===== src/rtl/cpu_sequencer.sv =====
// rtl/cpu_sequencer.sv - fetch/decode/execute instruction sequencer; optional single-step via SEQ_SINGLE_STEP_EN
module cpu_sequencer #(
    parameter logic [15:0] RESET_PC = 16'h0000,
    parameter int          PC_STEP  = 2
) (
    input  logic        clk,
    input  logic        rst,
    output logic        mem_rd,
    output logic [15:0] mem_addr,
    input  logic [15:0] mem_data,
    input  logic        mem_ready,
    output logic [15:0] ir,
    output logic        dec_cs,
    input  logic        extended_cycle,
    output logic [15:0] ext_word,
    output logic        exec_start,
    input  logic        exec_done,
`ifdef SEQ_SINGLE_STEP_EN
    input  logic        step,
`endif
    input  logic        branch_taken,
    input  logic [15:0] new_pc,
    output logic [15:0] pc,
    output logic [2:0]  state
);

    typedef enum logic [2:0] {
        FETCH     = 3'd0,
        DECODE    = 3'd1,
        FETCH_EXT = 3'd2,
        EXECUTE   = 3'd3,
        STEP_WAIT = 3'd4
    } seq_state_t;

    localparam logic [15:0] PC_INC = 16'(PC_STEP);

    seq_state_t cur_state;
    seq_state_t nxt_state;
    logic       exec_first;

    assign state    = cur_state;
    assign mem_addr = pc;

    // State register
    always_ff @(posedge clk or posedge rst) begin
        if (rst) begin
            cur_state <= FETCH;
        end else begin
            cur_state <= nxt_state;
        end
    end

    // Next-state decode and per-state control strobes; reset gates the strobes immediately
    always_comb begin
        nxt_state  = cur_state;
        mem_rd     = 1'b0;
        dec_cs     = 1'b0;
        exec_start = 1'b0;
        case (cur_state)
            FETCH: begin
                mem_rd = 1'b1;
                if (mem_ready) nxt_state = DECODE;
            end
            DECODE: begin
                dec_cs    = 1'b1;
                nxt_state = extended_cycle ? FETCH_EXT : EXECUTE;
            end
            FETCH_EXT: begin
                mem_rd = 1'b1;
                if (mem_ready) nxt_state = EXECUTE;
            end
            EXECUTE: begin
                exec_start = exec_first;
                if (exec_done) begin
`ifdef SEQ_SINGLE_STEP_EN
                    nxt_state = STEP_WAIT;
`else
                    nxt_state = FETCH;
`endif
                end
            end
            STEP_WAIT: begin
`ifdef SEQ_SINGLE_STEP_EN
                if (step) nxt_state = FETCH;
`else
                nxt_state = FETCH;
`endif
            end
            default: nxt_state = FETCH;
        endcase
        if (rst) begin
            mem_rd     = 1'b0;
            dec_cs     = 1'b0;
            exec_start = 1'b0;
        end
    end

    // Marks the first EXECUTE cycle so exec_start fires once per instruction
    always_ff @(posedge clk or posedge rst) begin
        if (rst) begin
            exec_first <= 1'b0;
        end else begin
            exec_first <= (nxt_state == EXECUTE) && (cur_state != EXECUTE);
        end
    end

    // Datapath: instruction/extension latches and program counter
    always_ff @(posedge clk or posedge rst) begin
        if (rst) begin
            pc       <= RESET_PC;
            ir       <= 16'h0000;
            ext_word <= 16'h0000;
        end else begin
            case (cur_state)
                FETCH: begin
                    if (mem_ready) begin
                        ir <= mem_data;
                        pc <= pc + PC_INC;
                    end
                end
                FETCH_EXT: begin
                    if (mem_ready) begin
                        ext_word <= mem_data;
                        pc       <= pc + PC_INC;
                    end
                end
                EXECUTE: begin
                    if (exec_done && branch_taken) begin
                        pc <= {new_pc[15:1], 1'b0};
                    end
                end
                default: ;
            endcase
        end
    end

endmodule


===== config.mk =====
export PLATFORM = sky130hd
export DESIGN_NAME = cpu_sequencer
export DESIGN_NICKNAME = d
export VERILOG_FILES = /design/src/rtl/cpu_sequencer.sv
export SDC_FILE = /design/constraint.sdc
export NUM_CORES = 1
export LEC_CHECK = 0
export ABC_AREA = 1
export BUFFER_PORTS_ARGS = -buffer_cell sky130_fd_sc_hd__buf_2
export CAP_MARGIN = 25
export CORE_MARGIN = 2
export CORE_UTILIZATION = 35
export CTS_BUF_LIST = sky130_fd_sc_hd__clkbuf_4 sky130_fd_sc_hd__clkbuf_8 sky130_fd_sc_hd__clkbuf_16
export CTS_CLUSTER_SIZE = 24
export DETAILED_ROUTE_END_ITERATION = 12
export GPL_TIMING_DRIVEN = 0
export SETUP_SLACK_MARGIN = 0.15
export SLEW_MARGIN = 20
export SYNTH_ARGS = -nofsm -noshare
export SYNTH_HDL_FRONTEND = slang
export SYNTH_SLANG_ARGS = --single-unit

===== constraint.sdc =====
create_clock -name clk -period 1.8 [get_ports clk]
set_input_delay 0.18 -clock clk [delete_from_list [all_inputs] [get_ports clk]]
set_output_delay 0.18 -clock clk [all_outputs]
set_load 0.005 [all_outputs]

==> results of run 1 <==
[cell usage in the layout (no fill, tap or decap), types with 2 or more instances in the layout]
master         count
o211ai_1           2
clkinvlp_4         2
mux2_1             3
conb_1             3
dfrtp_1           48
inv_1             12
dfrtp_2            3
mux2_2            29
nor2_1            30
nor2_2             3
buf_4             23
nand2_1           61
nand3_1           19
buf_6              4
buf_2            105
clkbuf_8           5
a31oi_1            2
nor2_8             2
buf_12             2
o21ai_0            6
nand4_1            6
dlygate4sd3_1      2
a21oi_1           10
inv_2              3
[power by group]
part | switching (mW) | internal (mW) | total [mW] | leakage, nW
sequential | 0.376 | 1.55 | 1.92 | 0.620
combinational | 0.696 | 0.947 | 1.64 | 1.15
clock | 0.396 | 0.295 | 0.691 | 0.0452
total | 1.47 | 2.79 | 4.26 | 1.81
[per-layer routing]
metal	vias up	wire (um)	share of wire, %	GRT usage [%]
met5	-	0	0	0
met3	6	555	8.6	5.59
li1	1142	-	-	-
met4	0	48	0.74	3.72
met2	84	3100	48	26.4
met1	1095	2760	43	18.9
[flip-flops by register name, summed over array words and instances, names as in the netlist]
register,count
state,3
exec_first,1
ir,16
mem_addr,15
ext_word,16
[through the flow]
step | hold slack [ns] | instance area [um2] | worst slack [ns]
global placement | 0.410 | 3270 | -0.166
detailed placement | 0.138 | 3320 | 0.0860
CTS | 0.0963 | 3440 | 0.160
finish | 0.100 | 3540 | 0.248
floorplan | 0.233 | 2630 | 0.251
global route | 0.0906 | 3540 | 0.112
[kinds of logic (layout without fill, tap and decap cells)]
kind of cell	after synthesis	count (layout)	share of synthesized area (%)
buffers and inverters	40	163	9.37
muxes	32	32	13.8
AOI/OAI and AO/OA	24	24	5.45
and+or+nand+nor	127	127	22.0
DFF	51	51	48.8
adders and majority gates	1	1	0.478
other	1	3	0.143
[final cells by class]
class / instances / area (um2) / area share, %
sequential: 51 / 1280 / 36.2
multi-input combinational: 187 / 1120 / 31.6
timing repair buffer: 115 / 671 / 19.0
buffer: 24 / 189 / 5.34
tap: 99 / 124 / 3.50
clock buffer: 6 / 76.3 / 2.16
inverter: 16 / 63.8 / 1.80
clock inverter: 2 / 16.3 / 0.460
[critical path, delay by kind of cell, from the launching register on]
| family | cells | cell delay [ns] |
|---|---|---|
| muxes | 1 | 0.34 |
| buffers and inverters | 1 | 0.18 |
| and+or+nand+nor | 3 | 0.45 |
| DFF | 1 | 0.47 |
[worst paths after layout]
kind / from / to / slack, ns / cells after the start
max: state[0] / ext_word[8] / 0.25 / 5
min: mem_data[7] / ext_word[7] / 0.10 / 2
max reg2reg: state[0] / ext_word[8] / 0.25 / 5
min reg2reg: ext_word[7] / ext_word[7] / 0.50 / 1
max in group asynchronous: rst / ir[14] / 0.51 / 4
min in group asynchronous: rst / state[2] / 0.47 / 4
[what timing repair did]
action / CTS / global route
buffers inserted: 0 / 6
hold buffers: 2 / 0
endpoints found under the hold margin: 8 / 0
resized for setup: 5 / 7
gates cloned: 0 / 1
setup endpoints to repair: 21 / 26
==> flow_results.org, run 1 <==
** Clock tree
- CTS built an H-tree with a depth of 2.
- Clock Root Buffer :: clkbuf_8
- TritonCTS built the clock tree.
- Clock tree synthesis inserted a total of 5 buffers.
- Counting along the longest clock path gives a buffer depth of 2.
- CTS clk-pin slew, worst paths :: 0.09 ns
- Clock Sink Count :: 51
- The clock reaches the later pin of the worst-skew pair after 0.31 ns.

** Route
- Number of search-and-repair iterations in the first detailed-routing pass :: 4
- Via Count :: 2327
- For this block, the routed nets add up to 6460 um of wire.
- After detailed routing, the average wire length per cell comes to 12.9 um.
- Iter 0 DRT Violations :: 59
- After detailed routing, the number of remaining DRC violations is 0.
- After detailed routing, the number of vias per cell comes to 4.65.
- Detail Route Antenna Nets :: 0

** Timing
- Clock skew after layout :: 0.00929 ns
- Final clock period utilization by the worst path :: 86.2%
- Summed over all failing endpoints, the final setup total negative slack is 0 ns.
- The final number of max-transition violations was 0.
- Number of setup violations in the final report :: 0
- Setup repair after global routing could not meet its margin everywhere.
- Highest achievable clock rate :: 644 MHz
- Subtracting the final worst setup slack from the clock period gives 1.55 ns.
- Total count of hold-check failures in the final report :: 0

** Die
- The initial utilization of the core area, before any placement, comes to 36.1%.
- Measured along the x axis, the die boundary spans 90.5 um.
- The die covers 8180 um2.
- The region available for standard cell placement spans 7250 um2.
- Die extent in y :: 90.5 um
- For this design the top-level I/O count stands at 108.
- Row generation in the floorplan step produced 31 rows.

** Worst setup path
- The slowest stage of the critical path is the dfrtp_2 cell.
- STA classifies the critical path endpoint as a flip-flop.
- For this run, the slowest stage of the critical path takes 0.47 ns.
- Data required time of the critical path :: 2.00 ns
- Startpoint kind of the worst setup timing path :: flip-flop
- Crit-path cells :: nor2_4, nand2_4, nor2_8, buf_6, mux2_2
- Class of the most critical setup path :: flip-flop to flip-flop
- Data arrival time at the worst-slack endpoint :: 1.75 ns
- Along the worst path, the maximum fanout reaches 10.

** Global routing
- For this run, the total global-route usage over all layers was measured as 15.6%.
- Via count of the first global-routing pass :: 2227
- Maximum number of pins on one net before global-route repair :: 26
- Sum of overflow across all layers after global routing :: 0
- Initial antenna violation count :: 0
- The first global-routing pass estimated 10400 um of wire.

** Cells and area
- Filler cell count :: 736
- Final Non-Filler Cells :: 500
- The number of antenna diodes in the final layout is 0.
- Measured on the finished design, the core utilization comes to 48.8%.
- At the end of the flow, the number of nets in the layout was 439.
- Layout cells sized above 1 :: 47.4%
- Relative to the synthesized area, the layout overhead comes to 35.2%.

** Synthesis
- The most used flip-flop cell after synthesis is dfrtp_1.
- Sorting the synthesized cells by how often they occur yields 61 x nand2_1, 51 x dfrtp_1, 34 x nor2_1, 29 x mux2_2, 19 x nand3_1.
- Counting flops and latches in the post-synthesis netlist gives 51.
- Sequential area share after synthesis :: 48.8%
- By area the synthesized netlist is led by dfrtp_1 49%, mux2_2 12%, nand2_1 8.8%.
- nand2_1 is the most common cell in the netlist.
- The number of different library cells used by synthesis comes to 29.
- Synthesis produced 276 cells.
- The synthesized design contains 0 enable-type register cells.
- Summing every instance area after synthesis gives 2620 um2.
- Of the post-synthesis cell area, the dominant cell type holds 48.8%.
- Synth warnings :: 0
- A synthesized cell averages 9.48 um2.
- Async S/R FF share, synth :: 100%
- Summed over all instances, the cell type with the most area after synthesis is dfrtp_1.

** Place
- Port buffering added 104 buffers.
- DPL Wire Length :: 4810 um
- Final Wtd Congestion :: 0.831
- Including well taps, the total number of placed cells is 483.

** Min path
- In this run the worst hold path is classified as primary input to flip-flop.

** Power
- Dividing total power by cell area gives a power density of 1200 nW/um2.
- Summed over all cells, the static leakage comes to 1.81 nW.
- Max IR drop VDD :: 0.587 mV
- Pwr Total :: 4.26 mW

** Job
- Max cap viols :: 0

** Outcome
- Run status :: finished, final reports clean
Power figures use the tool's default switching activity.
==> inputs of run 2 (changes only) <==
--- a/config.mk
+++ b/config.mk
@@ -14,6 +14,7 @@
 export CTS_CLUSTER_SIZE = 24
 export DETAILED_ROUTE_END_ITERATION = 12
 export GPL_TIMING_DRIVEN = 0
+export REMOVE_ABC_BUFFERS = 1
 export SETUP_SLACK_MARGIN = 0.15
 export SLEW_MARGIN = 20
 export SYNTH_ARGS = -nofsm -noshare
==> run 2 against run 1 <==
Net effect:
- the flow now finishes with violations (negative hold slack)
- sequential power about the same
- combinational power down 13%
- cell count down 5.2%
- utilization down 3.3 points
- critical path depth unchanged
- count of clock-buffer cells in the layout unchanged
- sequential cell count unchanged
- wire length down 3.7%
- global-route usage up 0.11 points
- setup slack worse by 0.030 ns
- first-iteration DRC count up 27%
- largest cell class unchanged
- largest power group unchanged
==> flow_results.org, run 2 (synthesis gave the netlist of run 1 again) <==
** Clock tree
- CTS clk-pin slew, worst paths :: 0.10 ns
- In this run the deepest clock path goes through 2 buffers.
- Inserted Clock Buffers :: 5
- Number of levels the H-tree was split into :: 2
- TritonCTS built the clock tree.
- Clock Root Buffer :: clkbuf_8
- Clock Sink Count :: 51
- Latest clock arrival within the worst-skew pair :: 0.30 ns
- Hold buffer count at cts :: 0

** Cells and area
- Net total in the final layout :: 413
- The library cell used most frequently in the layout, excluding fill and tap cells, is buf_2.
- The library cells used most frequently in the layout, excluding fill and tap cells, are 104 x buf_2, 61 x nand2_1, 49 x dfrtp_1.
- The filler cells instantiated in the layout total 732.
- Antenna fix cells :: 0
- With fillers left out, the area of the finished cells amounts to 3300 um2.
- Layout cells sized above 1 :: 44.3%
- Relative to the synthesized area, the layout overhead comes to 26.1%.
- For this run, the share of the core covered by cells in the final layout is 45.5%.

** Global routing
- For this run the aggregate overflow at the end of global routing stands at 0.
- The via count of the first global-routing pass came to 2232.
- Global routing consumed, over all layers together, 15.7% of the routing resources.
- Entering global routing, the biggest net connects 53 pins.
- The initial antenna violation count was 0.
- The first global-routing pass estimated 10500 um of wire.

** Timing
- Unrepaired setup endpoints after global routing :: no
- Tightest slew margin relative to the limit :: 57.5%
- Final clock period utilization by the worst path :: 87.9%
- Setup slack of the critical path after layout :: 0.218 ns
- For this run, the top clock speed supported by timing is 632 MHz.
- Tmin final :: 1.58 ns
- The number of hold violations in the final report came to 42.
- Setup violations remaining at the end of the flow were counted as 0.
- Final count of pins violating max slew :: 0
- On the final layout, the worst clock skew is 0.00949 ns.
- Across all hold checks on the routed design, the worst slack comes to -0.0161 ns.
- Sum of negative setup slack :: 0 ns
- For the pin with the worst max-slew slack, the measured transition is 0.637 ns.

** Power
- In this run the static leakage power is 1.67 nW.
- Dividing total power by cell area gives a power density of 1220 nW/um2.
- Max IR drop VDD :: 0.548 mV

** Place
- Timing analysis after detailed placement gives a worst setup slack of -0.253 ns.
- Count of buffers inserted at the top-level ports :: 104
- Cell area reported after detailed placement :: 3090 um2
- The HPWL after detailed placement is 4130 um.
- Final Wtd Congestion :: 0.790

** Outcome
- The checks that failed: negative hold slack.
- The run finished, with violations left.

** Worst setup path
- Data on the critical path arrives at its endpoint at 1.77 ns.
- Critical-path top delay cell :: dfrtp_2
- For the worst setup path, the data required time is 1.99 ns.
- Traced cell by cell, the critical path runs through nor2_2, nand2_4, nor2_8, buf_12, mux2_2.
- In this run the worst path has a maximum fanout of 16.
- Setup slack of the worst register-to-register path :: 0.22 ns
- The worst setup path is captured at a flip-flop.
- Startpoint kind of the worst setup timing path :: flip-flop
- Maximum single-stage delay on the critical path :: 0.49 ns
- Class of the most critical setup path :: flip-flop to flip-flop

** Die
- The die is 90.5 um tall.
- Die outline width :: 90.5 um
- Once the floorplan was initialized, standard cells occupied 36.1% of the core.
- The die covers 8180 um2.
- Num ports :: 108
- Floorplan core area :: 7250 um2
- The floorplan has 31 rows.

** Route
- The first detailed-routing pass took 4 iterations.
- Via Count :: 2294
- Once detail routing completed, the nets flagged for antenna violations numbered 0.
- Routed len/inst :: 13.1 um
- Total Wirelength :: 6230 um
- Detailed-route vias per instance :: 4.84
- The detailed router finished its first iteration with 75 violations.
- After detailed routing, the number of remaining DRC violations is 0.

** Job
- Max-cap violations in this run came to 0.

** Min path
- Worst min path class :: primary input to async pin
==> run 2: path summary, 6_finish.rpt <==
kind,startpoint,end,cells past startpoint
max reg2reg,state[0],ext_word[3],5
min reg2reg,ext_word[1],ext_word[1],1
max in group asynchronous,rst,state[0],2
min,rst,state[2],2
min in group clk,mem_data[0],ext_word[0],2
max,state[0],ext_word[3],5
==> run 2: area by class of cell <==
class	instances	area, um2	share of cell area [%]
Inverter	16	62.6	1.90
Tap cell	99	124	3.75
Sequential cell	51	1280	38.8
Multi-Input combinational cell	189	1130	34.3
Timing Repair Buffer	111	611	18.5
Clock buffer	6	76.3	2.31
Clock inverter	2	16.3	0.493
==> run 2: metrics by stage <==
step	total power, mW	cells
after floorplan	2.59	254
after global placement	3.29	457
after detailed placement	3.33	457
after CTS	4.07	474
after global routing	4.35	474
final	4.03	474
==> run 2: worst max-delay path: cells and delay by family (launching register included) <==
family | cells | cell delay, ns
buffers and inverters | 1 | 0.16
flip-flops | 1 | 0.49
multiplexers | 1 | 0.35
AND/OR/NAND/NOR | 3 | 0.48
==> run 2: report_power, final <==
part	switching [mW]	internal [mW]	leakage, nW
sequential	0.369	1.55	0.621
combinational	0.664	0.769	1.00
clock	0.384	0.295	0.0452
total	1.42	2.61	1.67
==> run 2: per-layer routing <==
| layer | up-vias | wire, um | global-route usage, % |
|---|---|---|---|
| met5 | - | 0 | 0 |
| met4 | 0 | 91 | 4.87 |
| met3 | 9 | 540 | 5.09 |
| met2 | 102 | 2890 | 25.9 |
| met1 | 1093 | 2700 | 19.5 |
| li1 | 1090 | - | - |
==> run 2: what timing repair did <==
item / CTS / global route
pin swaps: 4 / 0
endpoints found under the setup margin: 18 / 44
setup buffers: 7 / 0
hold endpoints to repair: 0 / 0
cloned: 2 / 0
gates resized for setup: 2 / 5
==> inputs of run 3 (changes only) <==
--- a/config.mk
+++ b/config.mk
@@ -8,12 +8,16 @@
 export ABC_AREA = 1
 export BUFFER_PORTS_ARGS = -buffer_cell sky130_fd_sc_hd__buf_2
 export CAP_MARGIN = 25
+export CELL_PAD_IN_SITES_DETAIL_PLACEMENT = 0
+export CELL_PAD_IN_SITES_GLOBAL_PLACEMENT = 2
 export CORE_MARGIN = 2
-export CORE_UTILIZATION = 35
+export CORE_UTILIZATION = 28
 export CTS_BUF_LIST = sky130_fd_sc_hd__clkbuf_4 sky130_fd_sc_hd__clkbuf_8 sky130_fd_sc_hd__clkbuf_16
 export CTS_CLUSTER_SIZE = 24
 export DETAILED_ROUTE_END_ITERATION = 12
 export GPL_TIMING_DRIVEN = 0
+export HOLD_SLACK_MARGIN = 0.03
+export PLACE_DENSITY_LB_ADDON = 0.1
 export REMOVE_ABC_BUFFERS = 1
 export SETUP_SLACK_MARGIN = 0.15
 export SLEW_MARGIN = 20
==> run 3 against run 2 <==
Net effect:
- the flow still finishes with violations (negative hold slack)
- setup slack gained 0.019 ns
- count of clock-buffer cells in the layout shrank 1
- non-clock buffer count grew 3
- highest routed layer unchanged
- sequential cell count is the same
- combinational power is essentially flat
- maximum frequency grew 1.2%
- critical path depth is the same
==> flow_results.org, run 3 (synthesis gave the netlist of run 1 again) <==
** Outcome
- The flow ran to the end, but the final reports show violations.
- Violated checks :: negative hold slack

** Route
- After detailed routing, the number of vias per cell comes to 4.52.
- The detailed router finished its first iteration with 46 violations.
- DRC violations left :: 0
- Routed len/inst :: 13.8 um
- Detail Route Antenna Nets :: 0
- Across all layers, the routed design uses 2209 vias.
- Summed over all layers, the routed wires come to 6750 um.
- Number of search-and-repair iterations in the first detailed-routing pass :: 4

** Timing
- On the final layout, the worst clock skew is 0.00535 ns.
- Total count of hold-check failures in the final report :: 40
- Final clock period utilization by the worst path :: 86.9%
- The final number of max-transition violations was 0.
- Actual slew at the worst max-slew pin :: 0.655 ns
- For the finished layout, the period the worst path requires is 1.56 ns.
- Unrepaired setup endpoints after global routing :: no
- Across all hold checks on the routed design, the worst slack comes to -0.0340 ns.
- Highest achievable clock rate :: 640 MHz
- Headroom to the max-slew limit came out at 56.3%.
- Sum of negative setup slack :: 0 ns
- Number of setup violations in the final report :: 0

** Power
- Power density cells :: 1210 nW/um2
- Comb power frac :: 35.9%
- The analysis attributes to net switching a power of 1.45 mW.
- Pint :: 2.61 mW
- Per report_power, the sequential group accounts for 46.8% of the total.
- The design draws 4.07 mW.
- IR analysis of the VDD net gives a maximum drop of 0.418 mV.
- Fraction of power spent switching nets :: 35.7%
- Summed over all cells, the static leakage comes to 1.70 nW.
- Clock network fraction of design power :: 17.4%

** Clock tree
- TritonCTS built the clock tree.
- At the later pin of the worst-skew pair, clock insertion delay measures 0.31 ns.
- Clock Root Buffer :: clkbuf_8
- CTS clk-pin slew, worst paths :: 0.10 ns
- In this run the deepest clock path goes through 2 buffers.
- Number of levels the H-tree was split into :: 2
- For this design, the sink count on the clock tree is 51.
- Inserted Clock Buffers :: 5

** Global routing
- Initial antenna violation count :: 0
- The first global-routing pass estimated 10800 um of wire.
- Via count of the first global-routing pass :: 2186
- In the global route stage, met2 resource usage came out at 22.4%.
- Met1 Use GR :: 17.6%
- Sum of overflow across all layers after global routing :: 0
- The layer flagged by global routing as most heavily used is met2.
- Across every metal layer, demand over resource in global routing totals 13.7%.
- GR Util met3 :: 4.02%
- Maximum number of pins on one net before global-route repair :: 53

** Die
- The die is 101 um tall.
- The die covers 10100 um2.
- Num ports :: 108
- The core region is 9150 um2.
- Rows :: 35
- Once the floorplan was initialized, standard cells occupied 28.6% of the core.
- Die outline width :: 101 um

** Worst setup path
- CP Launch Point :: state[0]
- Data arrival time at the worst-slack endpoint :: 1.76 ns
- Total buffers and inverters traversed by the critical path :: 1
- Critical Path Fanout Max :: 9
- Critical-path top delay cell :: dfrtp_2
- Startpoint kind of the worst setup timing path :: flip-flop
- Traced cell by cell, the critical path runs through nor2_2, nand2_4, nor2_8, buf_12, mux2_2.
- Class of the most critical setup path :: flip-flop to flip-flop
- For the worst setup path, the data required time is 2.00 ns.
- Maximum single-stage delay on the critical path :: 0.47 ns
- Worst path top cell family by delay :: simple AND/OR/NAND/NOR gates
- The startpoint identified for the worst register-to-register timing path is state[0].
- The worst setup path is captured at a flip-flop.

** Cells and area
- Leading cell type in the layout, fill and taps excluded :: buf_2
- The repair_antennas step left the layout with diodes totalling 0.
- Measured on the finished design, the core utilization comes to 36.8%.
- Commonest cells after routing, fill and taps aside :: 104 x buf_2, 61 x nand2_1, 49 x dfrtp_1
- After the last flow step, the layout net total stands at 416.
- Layout cells sized above 1 :: 44.7%
- Counting the fill cells in the layout gives 996.
- The area growth from synthesis to layout is 28.6%.

** Job
- Max-cap violations in this run came to 0.

** Place
- Port buffering added 104 buffers.
- The HPWL after detailed placement is 4520 um.
- Routability-driven placement finished with a final weighted congestion of 0.740.

** Min path
- The worst hold path belongs to the class primary input to async pin.
run 3: cell count changes in the layout (fill, tap and decap cells not counted):
cell and delta:
clkbuf_4 -1, clkinv_2 +1, buf_4 +1, buf_12 +2, clkinvlp_4 -1, nor2_2 -1, nor2_4 +1, inv_6 +1
run 3: metal layers:
metal | wire [um] | vias up
met5 | 0 | -
met4 | 36 | 0
met3 | 453 | 2
met2 | 3160 | 63
met1 | 3100 | 1045
li1 | - | 1099
run 3: final cells by class:
cell class	instances	area (um2)	share of cell area [%]
repair buffers	114	658	19.6
clock buffers	5	68.8	2.04
well taps	111	139	4.13
multi-input cells	189	1140	33.8
inverters	16	62.6	1.86
clock inverters	3	22.5	0.669
flip-flops and latches	51	1280	38.0
run 3: power groups by stage:
| stage | logic, mW | clock network, mW | registers [mW] |
|---|---|---|---|
| 4_1_cts | 1.46 | 0.740 | 1.92 |
| 3_5_place_dp | 1.42 | 0 | 1.93 |
| 5_1_grt | 1.66 | 0.799 | 1.98 |
| 6_report | 1.46 | 0.706 | 1.90 |
| 3_3_place_gp | 1.42 | 0 | 1.92 |
| 2_1_floorplan | 0.644 | 0 | 1.94 |
run 3: metrics by stage:
step                setup slack [ns]  std cells  cell area [um2]
floorplan                      0.101        254             2440
global placement              -0.813        469             3100
detailed placement            -0.398        469             3100
CTS                            0.160        487             3340
global route                   0.151        489             3370
finish                         0.236        489             3370
run 3: path summary, 6_finish.rpt:
check	to	slack, ns	cells after the start
worst min-delay path	mem_addr[3]	-0.03	2
worst max register to register	ir[4]	0.24	5
worst max-delay path	ir[4]	0.24	5
max in group asynchronous	state[1]	1.35	2
min in group clk	ext_word[1]	0.10	2
worst min register to register	ext_word[7]	0.50	1
run 3: timing repair:
action / 4_1_cts / 5_1_grt
buffers inserted: 8 / 2
gates cloned: 2 / 0
pin swaps: 4 / 0
endpoints found under the hold margin: 51 / 15
resized for setup: 3 / 5
setup endpoints to repair: 49 / 19
